$ cat src/rtl/valu_seq_8.sv
// valu_seq_8 - vector element sequencer around an external 8-bit lane ALU (alu_8).
//
// Takes one vector op per valid/ready handshake, feeds the ALU one element per
// cycle, packs the per-element results, and offers the packed vector to
// writeback via valid/ready. Only one op is in flight at a time.
//
// Ports:
//   clk, rst              clock; asynchronous active-high reset
//   op_valid / op_ready   op request handshake (ready only while idle)
//   op_ctl, op_vl         ALU opcode (passed through), element count (clamped to LANES)
//   op_scalar             1: every element uses op_vb[7:0] as its b operand
//   op_va, op_vb          packed operand vectors, element i at [8i+7:8i]
//   alu_ctl/alu_a/alu_b   drive to alu_8, zero outside RUN
//   alu_out               combinational ALU result, captured in the same cycle
//   res_valid / res_ready result handshake
//   res_data, res_vl      packed result vector (lanes >= vl are 0), clamped count
//   busy                  high while an op is in RUN or DONE
//
// state | meaning
// ------+-------------------------------------------------------------
// IDLE  | waiting for an op; result of the previous op still visible
// RUN   | one element per cycle through the ALU, idx = current element
// DONE  | result vector presented, waiting for res_ready
module valu_seq_8 #(
  parameter int LANES = 8,
  parameter int VL_W  = 4
) (
  input  logic                 clk,
  input  logic                 rst,
  input  logic                 op_valid,
  output logic                 op_ready,
  input  logic [3:0]           op_ctl,
  input  logic [VL_W-1:0]      op_vl,
  input  logic                 op_scalar,
  input  logic [8*LANES-1:0]   op_va,
  input  logic [8*LANES-1:0]   op_vb,
  output logic [3:0]           alu_ctl,
  output logic [7:0]           alu_a,
  output logic [7:0]           alu_b,
  input  logic [7:0]           alu_out,
  output logic                 res_valid,
  input  logic                 res_ready,
  output logic [8*LANES-1:0]   res_data,
  output logic [VL_W-1:0]      res_vl,
  output logic                 busy
);

  localparam int IDX_W = (LANES > 1) ? $clog2(LANES) : 1;

  typedef enum logic [1:0] {
    S_IDLE = 2'd0,
    S_RUN  = 2'd1,
    S_DONE = 2'd2
  } state_t;

  state_t state, state_nxt;

  logic [IDX_W-1:0]   idx;
  logic [3:0]         ctl_q;
  logic [8*LANES-1:0] va_q;
  logic [8*LANES-1:0] vb_q;
  logic               scalar_q;
  logic [VL_W-1:0]    vl_q;

  logic [VL_W-1:0]    vl_clamp;
  logic               last;
  logic               accept;

  assign vl_clamp = (op_vl > VL_W'(LANES)) ? VL_W'(LANES) : op_vl;
  // idx is only meaningful in RUN, where vl_q >= 1, so vl_q - 1 never wraps there.
  assign last     = (VL_W'(idx) == (vl_q - VL_W'(1)));
  assign accept   = (state == S_IDLE) && op_valid;
  assign res_vl   = vl_q;

  always_ff @(posedge clk or posedge rst) begin
    if (rst) state <= S_IDLE;
    else     state <= state_nxt;
  end

  always_comb begin
    state_nxt = state;
    op_ready  = 1'b0;
    busy      = 1'b0;
    res_valid = 1'b0;
    alu_ctl   = 4'd0;
    alu_a     = 8'd0;
    alu_b     = 8'd0;
    case (state)
      S_IDLE: begin
        op_ready = 1'b1;
        if (op_valid) state_nxt = (vl_clamp == '0) ? S_DONE : S_RUN;
      end
      S_RUN: begin
        busy    = 1'b1;
        alu_ctl = ctl_q;
        alu_a   = va_q[idx*8 +: 8];
        alu_b   = scalar_q ? vb_q[7:0] : vb_q[idx*8 +: 8];
        if (last) state_nxt = S_DONE;
      end
      S_DONE: begin
        busy      = 1'b1;
        res_valid = 1'b1;
        if (res_ready) state_nxt = S_IDLE;
      end
      default: state_nxt = S_IDLE;
    endcase
  end

  always_ff @(posedge clk or posedge rst) begin
    if (rst) begin
      idx      <= '0;
      ctl_q    <= '0;
      va_q     <= '0;
      vb_q     <= '0;
      scalar_q <= 1'b0;
      vl_q     <= '0;
      res_data <= '0;
    end else begin
      case (state)
        S_IDLE: begin
          if (accept) begin
            ctl_q    <= op_ctl;
            va_q     <= op_va;
            vb_q     <= op_vb;
            scalar_q <= op_scalar;
            vl_q     <= vl_clamp;
            // Clearing here is what guarantees lanes >= vl read back as 0.
            res_data <= '0;
            idx      <= '0;
          end
        end
        S_RUN: begin
          res_data[idx*8 +: 8] <= alu_out;
          if (!last) idx <= idx + 1'b1;
        end
        default: ;
      endcase
    end
  end

endmodule

$ cat config.mk
export PLATFORM = sky130hd
export DESIGN_NAME = valu_seq_8
export DESIGN_NICKNAME = d
export VERILOG_FILES = /design/src/rtl/valu_seq_8.sv
export SDC_FILE = /design/constraint.sdc
export NUM_CORES = 1
export LEC_CHECK = 0
export ABC_AREA = 0
export BUFFER_PORTS_ARGS = -buffer_cell sky130_fd_sc_hd__buf_2
export CORE_ASPECT_RATIO = 0.75
export CORE_MARGIN = 3
export CORE_UTILIZATION = 53
export CTS_BUF_LIST = sky130_fd_sc_hd__clkbuf_16
export DETAILED_ROUTE_END_ITERATION = 10
export PLACE_DENSITY = 0.8
export SLEW_MARGIN = 0
export SYNTH_ARGS = -nofsm -noshare
export SYNTH_HDL_FRONTEND = slang
export SYNTH_SLANG_ARGS = --single-unit
$ cat constraint.sdc
create_clock -name clk -period 9.7 [get_ports clk]
set_clock_uncertainty 0.1 [all_clocks]
set_input_delay 1.455 -clock clk [delete_from_list [all_inputs] [get_ports clk]]
set_output_delay 1.455 -clock clk [all_outputs]
set_load 0.03 [all_outputs]
==> results.md, run 1 <==
- Vias in the first global route: between 6000 and 7000
- Cts hold-fix bufs: 0
- Cell area after synthesis: 9400 µm²
- PortBufs: 239
- Sequential fraction of design power: 51.3%
- CP required: ~8200 ps
- Post-CTS Resized: 0
- HPWL Detailed: ~16 mm
- Final ANT Viol Nets: 0
- DRC: 0
- Die ar.: approximately 19000 µm²
- Max Cap Viol: 0
- Post-synth EDFFs: 0
- Pwr Density: roughly 150 nW/µm²
- CTS Buffer Depth: 3
- CTS Buf Count: 20
- Final setup fails: 0
- Antenna violations before repair: 7
- Fin. max-slew vios: 0
- Fin util: around 66%
- Most common flop cell mapped by yosys: dfrtp_1
- Fin nets: between 1000 and 1500
- First-pass GRT wire length: around 36 mm
- Post-layout instance area: about 11000 µm²
- Crit. End Element: output pin
- TNS Setup: 0 ps
- Post-Syn Area per Cell: 14.1 µm²
- Area after DPL: ~11000 µm²
- Async set or reset register ratio after synthesis: 100%
- H-tree depth: 1
- DR vias: between 6000 and 7000
- Psw: between 0.4 and 0.5 mW
- # fillers: between 1000 and 1500
- FF-to-FF setup slack: between 6000 and 7000 ps
- Total GRT Usage: between 20 and 25%
- Starting density of the core: between 50% and 60%
- Synthesis-stage register bit count: between 200 and 250
- Highest clock rate: about 0.23 GHz
- Largest net degree at the start of global routing: between 100 and 150
- CTS clk-pin slew, worst paths: 60 ps
- CTS tree: built
- First DRT Iteration DRCs: 462
- Total power: approximately 1.7 mW
- Area of the multi-input gates: ~3900 µm²
- Area Overhead vs Synth: 19.8%
- Synth area leader: dfrtp_1
- Worst Slack Setup Final: approximately 5400 ps
- DRT Pass-1 Iters: 5
- FF/Latch Area: ~5200 µm²
- Top post-synthesis cells by area: dfrtp_1 55%, mux2_2 16%, mux4_2 7.7%
- Cell with the most instances after synthesis: dfrtp_1
- Int Pwr: 1.32 mW
- Post-CTS setup buffer count: 0
- Clock sinks: 206
- Startpoint Class: flop
- Synth top cells by count: 206 x dfrtp_1, 135 x mux2_2, 46 x nand2_1, 44 x a22o_1, 32 x mux4_2
- DR vias/cell: approximately 5.7
- GPL Wtd Cong: 0.801
- Peak VDD IR: between 0.1 and 0.15 mV
- Post-synthesis sequential area ratio: ~55%
- Combinational cell fraction of total power: 6.4%
- Fin. Hold Viols: 0
- Core area: 17100 µm²
- Synth top area share: a little over half
- YS warnings: 0
- Syn Inst Count: ~670
- Routed Wire Length: 22.7 mm
- Netlist cell types: 55
- Layout cells sized above 1: between 50% and 60%
- Top Ports: between 200 and 250
- RSZ-0062 raised after global routing: false
- Leak Pwr: approximately 5.7 nW
- Crit path DAT: 2770 ps
- Critical path type: reg -> out
- Clock share of power: 42.3%
- Die Span Y: roughly 120 µm
- Die Span X: between 150 and 200 µm
- Outcome: finished, final reports clean
- Worst slew margin: ~33%
- Final Cycle Share: about 45%
- Measured slew at the worst slew-check pin: roughly 1000 ps
- Sw frac: 23.3%
- Hold Path Class: reg -> reg
- Syn Nets: slightly above 800
- CTS Root Cell: clkbuf_16
- GR Overflow Total: 0
- Min cycle time layout: between 4000 and 5000 ps
- Crit-path max FO: 25
- Worst slack, placed: between 5000 and 6000 ps
- Clock Latency Late Sink: 490 ps
- Drt wl/cell: between 15 and 20 µm
- Site Rows: between 40 and 50
## stage by stage
step,std cells,hold WS [ps]
3_3_place_gp,1105,374
6_report,1143,397
2_1_floorplan,669,371
5_1_grt,1142,412
3_5_place_dp,1105,385
4_1_cts,1141,400
## per-layer routing
metal	share of wire, %	GRT usage, %	vias up
met4	2.1	5.31	10
met1	44	32.7	3242
met3	8.4	6.48	50
met5	0.28	0	-
li1	-	-	2922
met2	46	35.9	274
## power groups by stage
stage | clock (mW) | combinational, mW | sequential (mW)
after floorplan | 0 | 0.0300 | 0.923
after global placement | 0 | 0.110 | 0.897
after detailed placement | 0 | 0.112 | 0.897
after CTS | 0.739 | 0.112 | 0.881
after global routing | 0.773 | 0.120 | 0.882
final | 0.726 | 0.110 | 0.881
## path summary, 6_finish.rpt
path	from	endpoint	depth (start not counted)
min in group asynchronous	rst	va_q[43]$_DFFE_PP0P_	2
setup / recovery	idx[0]$_DFFE_PP0P_	alu_b[2]	5
max in group asynchronous	rst	idx[0]$_DFFE_PP0P_	3
hold reg to reg	ctl_q[3]$_DFFE_PP0P_	ctl_q[3]$_DFFE_PP0P_	1
hold / removal	ctl_q[3]$_DFFE_PP0P_	ctl_q[3]$_DFFE_PP0P_	1
setup reg to reg	idx[1]$_DFFE_PP0P_	res_data[32]$_DFFE_PP0P_	7
## cell families (layout without fill, tap and decap cells)
family / after synthesis / in the layout / share of synthesized area [%]
fa+ha+maj: 11 / 11 / 1.46
mux: 168 / 168 / 23.9
other cells: 0 / 2 / 0
flops: 206 / 206 / 54.8
simple gates: 101 / 101 / 6.04
xor+xnor: 5 / 5 / 0.612
buf+inv: 66 / 302 / 3.99
compound gates: 112 / 112 / 9.14
## flip-flops by register name, summed over array words and instances (netlist names)
| register | flops |
|---|---|
| res_data | 64 |
| va_q | 64 |
| idx | 3 |
| vb_q | 64 |
| ctl_q | 4 |
| scalar_q | 1 |
| res_vl | 4 |
| state | 2 |
## critical path: stages, from the launching register on
cell	delay (ps)
dfrtp_2	800
buf_4	510
mux4_2	570
nand2_1	80
a31oi_1	100
buf_2	210
## layout by cell type (no fill, tap or decap), types with 4 or more instances in the layout
cell	Yosys	final
a31oi_1	9	9
nand2b_1	5	5
clkinv_1	0	6
mux2_2	135	135
and2_1	4	4
ha_1	11	11
clkbuf_16	0	20
dfrtp_1	206	203
a22o_2	7	7
inv_1	22	25
nand4_1	13	13
a21oi_1	8	8
nand2_1	46	45
mux4_2	32	32
a22o_1	44	44
o2bb2ai_1	4	4
nor2_1	6	6
nor3_1	7	7
clkinv_2	0	4
buf_4	4	5
buf_2	14	239
o21ai_0	23	23
## area by class of cell
cell class / count / share of cell area (%)
flip-flops and latches: 206 / 45.8
multi-input cells: 397 / 34.4
repair buffers: 244 / 10.9
clock buffers: 20 / 4.44
well taps: 236 / 2.62
clock inverters: 16 / 0.922
inverters: 22 / 0.799
diodes: 2 / 0.0444
(Power assumes the default switching activity.)
==> run 2, diff against run 1 <==
--- a/config.mk
+++ b/config.mk
@@ -5,14 +5,14 @@
 export SDC_FILE = /design/constraint.sdc
 export NUM_CORES = 1
 export LEC_CHECK = 0
-export ABC_AREA = 0
+export ABC_AREA = 1
 export BUFFER_PORTS_ARGS = -buffer_cell sky130_fd_sc_hd__buf_2
 export CORE_ASPECT_RATIO = 0.75
 export CORE_MARGIN = 3
-export CORE_UTILIZATION = 53
+export CORE_UTILIZATION = 49
 export CTS_BUF_LIST = sky130_fd_sc_hd__clkbuf_16
 export DETAILED_ROUTE_END_ITERATION = 10
-export PLACE_DENSITY = 0.8
+export PLACE_DENSITY = 0.77
 export SLEW_MARGIN = 0
 export SYNTH_ARGS = -nofsm -noshare
 export SYNTH_HDL_FRONTEND = slang
==> constraint.sdc (replaced) <==
create_clock -name clk -period 3.67 [get_ports clk]
set_clock_uncertainty 0.1 [all_clocks]
set_input_delay 0.5505 -clock clk [delete_from_list [all_inputs] [get_ports clk]]
set_output_delay 0.5505 -clock clk [all_outputs]
set_load 0.03 [all_outputs]
==> run 2 against run 1 <==
  * Wire length up 25%
  * Register-to-register slack worse by 5100 ps
  * Worst hold slack got worse by 260 ps
  * Combinational power rose to 35 times the previous value
  * Largest power group is now combinational logic
  * Highest routed layer unchanged
==> results.md, run 2 <==
- Outcome: finished, final reports clean
- Crit-path max FO: 71
- Drt wl/cell: roughly 16 µm
- CTS Buf Count: 21
- CTS clk-pin slew, worst paths: approximately 60 ps
- Combinational cell fraction of total power: between 40% and 50%
- Synth top area share: between 50% and 60%
- Cts hold-fix bufs: 1
- CTS tree: built
- Post-CTS Resized: 0
- Fin util: 61.9%
- Top post-synthesis cells by area: dfrtp_1 53%, nand2_1 22%, o21ai_0 5.5%
- Placed cell count: approximately 1700
- Synthesis-stage register bit count: just over 200
- HPWL Detailed: about 20 mm
- Area Overhead vs Synth: 21.0%
- DRT Pass-1 Iters: 5
- Most common flop cell mapped by yosys: dfrtp_1
- Syn Nets: around 1400
- Die Span Y: between 100 and 150 µm
- CTS Buffer Depth: 3
- Critical path type: reg -> out
- Hold Crit Depth: 3
- Syn Inst Count: around 1200
- Commonest non-fill, non-tap cell in the layout: nand2_1
- Synth top cells by count: 556 x nand2_1, 206 x dfrtp_1, 106 x o21ai_0, 88 x nand3_1, 76 x inv_1
- Psw: between 4 and 5 mW
- First DRT Iteration DRCs: around 800
- Post-synthesis sequential area ratio: between 50% and 60%
- First-pass GRT wire length: 44.7 mm
- Hold Path Class: in -> reg
- PortBufs: around 240
- Post-CTS setup buffer count: 0
- DRC: 0
- DR vias: around 9000
- Site Rows: 43
- Clock Latency Late Sink: 500 ps
- Layout cells sized above 1: between 20% and 30%
- Cell with the most instances after synthesis: nand2_1
- Clock sinks: 206
- Die ar.: between 20000 and 25000 µm²
- Reg2reg path depth: 6
- Die Span X: around 170 µm
- Total power: approximately 9.4 mW
- GPL Wtd Cong: about 0.9
- Critical Path End: alu_a[7]
- H-tree depth: 1
- Cell area after synthesis: slightly below 10000 µm²
- Worst R2R Start: idx[0]$_DFFE_PP0P_
- Commonest cells after routing, fill and taps aside: 556 x nand2_1, 239 x buf_2, 205 x dfrtp_1
- Top Ports: 240
- Async set or reset register ratio after synthesis: 100%
- Netlist cell types: 33
- Synth area leader: dfrtp_1
- R2r endpoint: res_data[51]$_DFFE_PP0P_
- YS warnings: 0
- Core area: 18900 µm²
- RSZ-0062 raised after global routing: false
- Fin. max-slew vios: 0
- Antenna violations before repair: 2
- CTS Root Cell: clkbuf_16
- DR vias/cell: between 5 and 6
- TNS Setup: 0 ps
- Setup crit start: idx[0]$_DFFE_PP0P_
- Final setup fails: 0
- Final ANT Viol Nets: 0
- Int Pwr: approximately 5.3 mW
- Fin. Hold Viols: 0
- Total GRT Usage: 25.8%
- Final Cycle Share: 82.6%
- Fin nets: around 1600
- Peak VDD IR: around 0.44 mV
- Post-Syn Area per Cell: a little under 8 µm²
- Largest net degree at the start of global routing: 95
- Max Cap Viol: 0
- Highest clock rate: ~0.33 GHz
- Routed Wire Length: 28.3 mm
- Vias in the first global route: ~8400
- Post-synth EDFFs: 0
- Leak Pwr: between 6 and 7 nW
- Startpoint Class: flop
- CP required: between 3000 and 4000 ps
- Regs by FF count: res_data (64), va_q (64), vb_q (64)
- Worst slew margin: between 20% and 30%
- Crit path DAT: between 2000 and 2500 ps
- Min cycle time layout: roughly 3000 ps
- # fillers: between 1500 and 2000
- GR Overflow Total: 0
- Pwr Density: ~800 nW/µm²
- Clock share of power: 21.5%
- Cell Count, Final, Fillers Out: between 1500 and 2000
- FF-to-FF setup slack: 1000 ps
- Crit. End Element: output pin
- Sw frac: a little over two fifths
- Sequential fraction of design power: approximately 38%
- Measured slew at the worst slew-check pin: about 1100 ps
- Starting density of the core: 51.1%
-- run 2: changes by cell type after synthesis, moves of 9 or more --
cell      previous run  this run
nand3_1              2        88
mux2_2             135         0
nand2_1             46       556
buf_2               14        24
a22o_1              44         0
o22ai_1              1        15
o21ai_1              3        12
inv_1               22        76
clkbuf_1            10        32
mux4_2              32         0
nor2_1               6        48
o21ai_0             23       106
a21oi_1              8        17
a31oi_1              9         0
-- run 2: per-layer routing --
metal | GRT usage (%) | vias to the layer above | share of wire, %
met2 | 36.9 | 388 | 42
met5 | 0 | - | 0.049
li1 | - | 4358 | -
met3 | 5.55 | 46 | 8.8
met4 | 5.92 | 2 | 2.1
met1 | 40.3 | 4201 | 47
-- run 2: worst min-delay path by stage --
stage | start | end | slack, ps
after floorplan | va_q[16]$_DFFE_PP0P_ | va_q[16]$_DFFE_PP0P_ | 340
after global placement | va_q[35]$_DFFE_PP0P_ | va_q[35]$_DFFE_PP0P_ | 360
after detailed placement | va_q[17]$_DFFE_PP0P_ | va_q[17]$_DFFE_PP0P_ | 360
after CTS | op_va[4] | va_q[4]$_DFFE_PP0P_ | 120
after global routing | op_ctl[2] | ctl_q[2]$_DFFE_PP0P_ | 130
final | op_va[4] | va_q[4]$_DFFE_PP0P_ | 140
-- run 2: cell families after synthesis --
logic type / synth area share (%)
buf+inv: 6.31
fa+ha+maj: 1.42
simple gates: 29.4
xor+xnor: 0.181
compound gates: 9.47
flops: 53.2
-- run 2: layout make-up --
class,count,area (µm²),share of cell area (%)
diodes,1,2.50,0.0214
well taps,247,309,2.64
inverters,87,335,2.86
clock buffers,21,526,4.48
clock inverters,17,113,0.961
multi-input cells,887,3920,33.5
repair buffers,253,1350,11.6
flip-flops and latches,206,5160,44.0
-- run 2: worst max-delay path: stages, from the launching register on --
cell     delay (ps)
dfrtp_2         360
buf_4           550
o21ai_0         210
o21ai_0         180
a21oi_1          90
nor2_1          210
buf_2           240
-- run 2: metrics by stage --
step | hold WS [ps] | setup slack, ps | area [µm²]
5_1_grt | 133 | 483 | 11700
4_1_cts | 120 | 667 | 11700
6_report | 141 | 637 | 11700
2_1_floorplan | 344 | 347 | 9690
3_3_place_gp | 357 | 1180 | 11100
3_5_place_dp | 360 | 1080 | 11100
-- run 2: power groups by stage --
| stage | logic (mW) | registers [mW] | clock network, mW |
|---|---|---|---|
| 2_1_floorplan | 2.73 | 3.53 | 0 |
| 3_3_place_gp | 3.72 | 3.54 | 0 |
| 3_5_place_dp | 3.80 | 3.54 | 0 |
| 4_1_cts | 3.81 | 3.52 | 2.05 |
| 5_1_grt | 4.30 | 3.62 | 2.14 |
| 6_report | 3.81 | 3.54 | 2.01 |
==> run 3, diff against run 2 <==
--- a/config.mk
+++ b/config.mk
@@ -9,10 +9,10 @@
 export BUFFER_PORTS_ARGS = -buffer_cell sky130_fd_sc_hd__buf_2
 export CORE_ASPECT_RATIO = 0.75
 export CORE_MARGIN = 3
-export CORE_UTILIZATION = 49
+export CORE_UTILIZATION = 54
 export CTS_BUF_LIST = sky130_fd_sc_hd__clkbuf_16
 export DETAILED_ROUTE_END_ITERATION = 10
-export PLACE_DENSITY = 0.77
+export PLACE_DENSITY = 0.81
 export SLEW_MARGIN = 0
 export SYNTH_ARGS = -nofsm -noshare
 export SYNTH_HDL_FRONTEND = slang
==> constraint.sdc (replaced) <==
create_clock -name clk -period 3.1 [get_ports clk]
set_clock_uncertainty 0.1 [all_clocks]
set_input_delay 0.465 -clock clk [delete_from_list [all_inputs] [get_ports clk]]
set_output_delay 0.465 -clock clk [all_outputs]
set_load 0.03 [all_outputs]
==> run 3 against run 2 <==
  * Worst hold slack got worse by 75 ps
  * Sequential cell count is the same
  * Non-clock buffer count rose by 3
  * Combinational power up 19%
  * Final cell count is 0.58% lower
  * Sequential share of layout area is 0.066 points lower
  * Clock power up 21%
  * Critical path depth increased by 1
  * Critical endpoint is now alu_a[1]
==> results.md, run 3 (synthesis gave the netlist of run 2 again) <==
- Number of diodes: 0
- First-pass GRT wire length: about 44 mm
- Max incr delay on CP: roughly 400 ps
- Commonest cells after routing, fill and taps aside: 556 x nand2_1, 239 x buf_2, 205 x dfrtp_1
- Worst slew margin: a little over two fifths
- Max Cap Viol: 0
- CTS Buf Count: 21
- Fin. max-slew vios: 0
- Starting density of the core: between 50% and 60%
- Critical path buffers and inverters: 3
- Largest net degree at the start of global routing: around 90
- Measured slew at the worst slew-check pin: about 840 ps
- DRC: 0
- Routed Wire Length: approximately 28 mm
- Highest clock rate: between 0.3 and 0.4 GHz
- PortBufs: 239
- CTS clk-pin slew, worst paths: ~60 ps
- Die Span X: 161 µm
- First DRT Iteration DRCs: approximately 950
- Crit path DAT: about 2300 ps
- Psw: approximately 4.7 mW
- DR vias: approximately 9000
- Combinational cell fraction of total power: between 40% and 50%
- CP top delay family: buffers and inverters
- GPL Wtd Cong: 0.911
- Antenna violations before repair: 1
- Commonest non-fill, non-tap cell in the layout: nand2_1
- Leak Pwr: 6.43 nW
- Clock sinks: between 200 and 250
- Critical path type: reg -> out
- # fillers: 1454
- Most frequent cell on the critical path: nor2_1
- Int Pwr: 6.40 mW
- Vias in the first global route: 8520
- Crit-path max FO: 22
- DRT Pass-1 Iters: 5
- Area of the multi-input gates: 3920 µm²
- CTS Root Cell: clkbuf_16
- Fin util: around two thirds
- Layout cells sized above 1: 21.0%
- H-tree depth: 1
- CTS Buffer Depth: 3
- Startpoint Class: flop
- Placed cell count: 1671
- Drt wl/cell: ~16 µm
- Final Cycle Share: 93.5%
- Post-CTS setup buffer count: 0
- Min cycle time layout: 2900 ps
- Peak VDD IR: just over 0.6 mV
- RSZ-0062 raised after global routing: false
- HPWL Detailed: approximately 19 mm
- Die Span Y: approximately 120 µm
- Cell Count, Final, Fillers Out: around 1700
- Final setup fails: 0
- Fin. Hold Viols: 0
- Crit. End Element: output pin
- Total GRT Usage: between 20% and 30%
- FF/Latch Area: approximately 5200 µm²
- DR vias/cell: about 5.3
- Final ANT Viol Nets: 0
- Regs by FF count: res_data (64), va_q (64), vb_q (64)
- Outcome: finished, final reports clean
- Fin nets: 1619
- Clock Latency Late Sink: a little under 500 ps
- CP required: 2530 ps
- GR Overflow Total: 0
- CTS tree: built
- Pwr Density: roughly 950 nW/µm²
- Sw frac: 42.5%
- Core area: around 17000 µm²
- Site Rows: 41
- Sequential fraction of design power: 37.3%
- CP Cell Sequence: inv_2 -> buf_4 -> nor2_1 -> o21ai_0 -> a21oi_1 -> nor2_1 -> buf_2
- Top Ports: 240
- CP max-delay cell: dfrtp_2
- Area Overhead vs Synth: 21.2%
- TNS Setup: 0 ps
- Clock share of power: around 22%
- Hold Path Class: in -> reg
- Die ar.: 19600 µm²
-- run 3: cell types whose count changed in the layout (fill, tap and decap cells not counted) --
cell | before | now
buf_4 | 9 | 11
buf_6 | 0 | 1
bufinv_16 | 1 | 2
clkinv_2 | 8 | 6
clkinvlp_4 | 3 | 1
diode_2 | 1 | 0
inv_1 | 77 | 80
inv_6 | 1 | 0
-- run 3: worst paths after layout --
| kind | slack, ps | cells after the start | endpoint | startpoint |
|---|---|---|---|---|
| max in group asynchronous | 1520 | 4 | res_data[8]$_DFFE_PP0P_ | rst |
| min in group asynchronous | 420 | 3 | vb_q[60]$_DFFE_PP0P_ | rst |
| worst min-delay path | 70 | 3 | vb_q[36]$_DFFE_PP0P_ | op_vb[36] |
| worst max register to register | 610 | 9 | res_data[55]$_DFFE_PP0P_ | idx[0]$_DFFE_PP0P_ |
| worst min register to register | 380 | 2 | va_q[18]$_DFFE_PP0P_ | va_q[18]$_DFFE_PP0P_ |
| worst max-delay path | 200 | 7 | alu_a[1] | idx[0]$_DFFE_PP0P_ |
-- run 3: per-layer routing --
| layer | vias up | wire length, µm | track usage [%] |
|---|---|---|---|
| li1 | 4355 | - | - |
| met2 | 437 | 12100 | 42.4 |
| met1 | 4259 | 12500 | 43.0 |
| met3 | 46 | 2490 | 4.21 |
| met5 | - | 13 | 0 |
| met4 | 2 | 550 | 5.96 |
-- run 3: worst register-to-register path: stages, from the launching register on --
cell and delay [ps]:
dfrtp_2 410, inv_2 320, ha_1 260, ha_1 300, inv_1 140, nand3_1 270
nand2_1 140, nand2_1 180, nand2_1 150, o21ai_0 100
-- run 3: stage by stage --
| step | hold slack, ps | worst slack [ps] | cell area [µm²] | power (mW) |
|---|---|---|---|---|
| 5_1_grt | 58.8 | 4.64 | 11700 | 11.9 |
| 2_1_floorplan | 344 | -137 | 9690 | 7.42 |
| 3_5_place_dp | 360 | 615 | 11100 | 8.66 |
| 4_1_cts | 57.9 | 180 | 11700 | 11.1 |
| 3_3_place_gp | 357 | 751 | 11100 | 8.53 |
| 6_report | 65.5 | 202 | 11700 | 11.1 |
-- run 3: power groups by stage --
stage / combinational [mW] / sequential [mW] / clock [mW]
finish: 4.55 / 4.15 / 2.43
floorplan: 3.24 / 4.18 / 0
CTS: 4.55 / 4.13 / 2.45
global route: 5.13 / 4.24 / 2.55
global placement: 4.39 / 4.14 / 0
detailed placement: 4.50 / 4.16 / 0
-- run 3: repair_timing --
action	CTS	global route
hold buffers	1	0
hold endpoints to repair	15	0
setup endpoints to repair	0	1
resized for setup	0	1
-- run 3: area by class of cell --
| class | count | area share, % |
|---|---|---|
| Timing Repair Buffer | 256 | 11.8 |
| Clock inverter | 16 | 1.02 |
| Inverter | 87 | 2.86 |
| Tap cell | 236 | 2.52 |
| Clock buffer | 21 | 4.48 |
| Multi-Input combinational cell | 887 | 33.4 |
| Sequential cell | 206 | 43.9 |
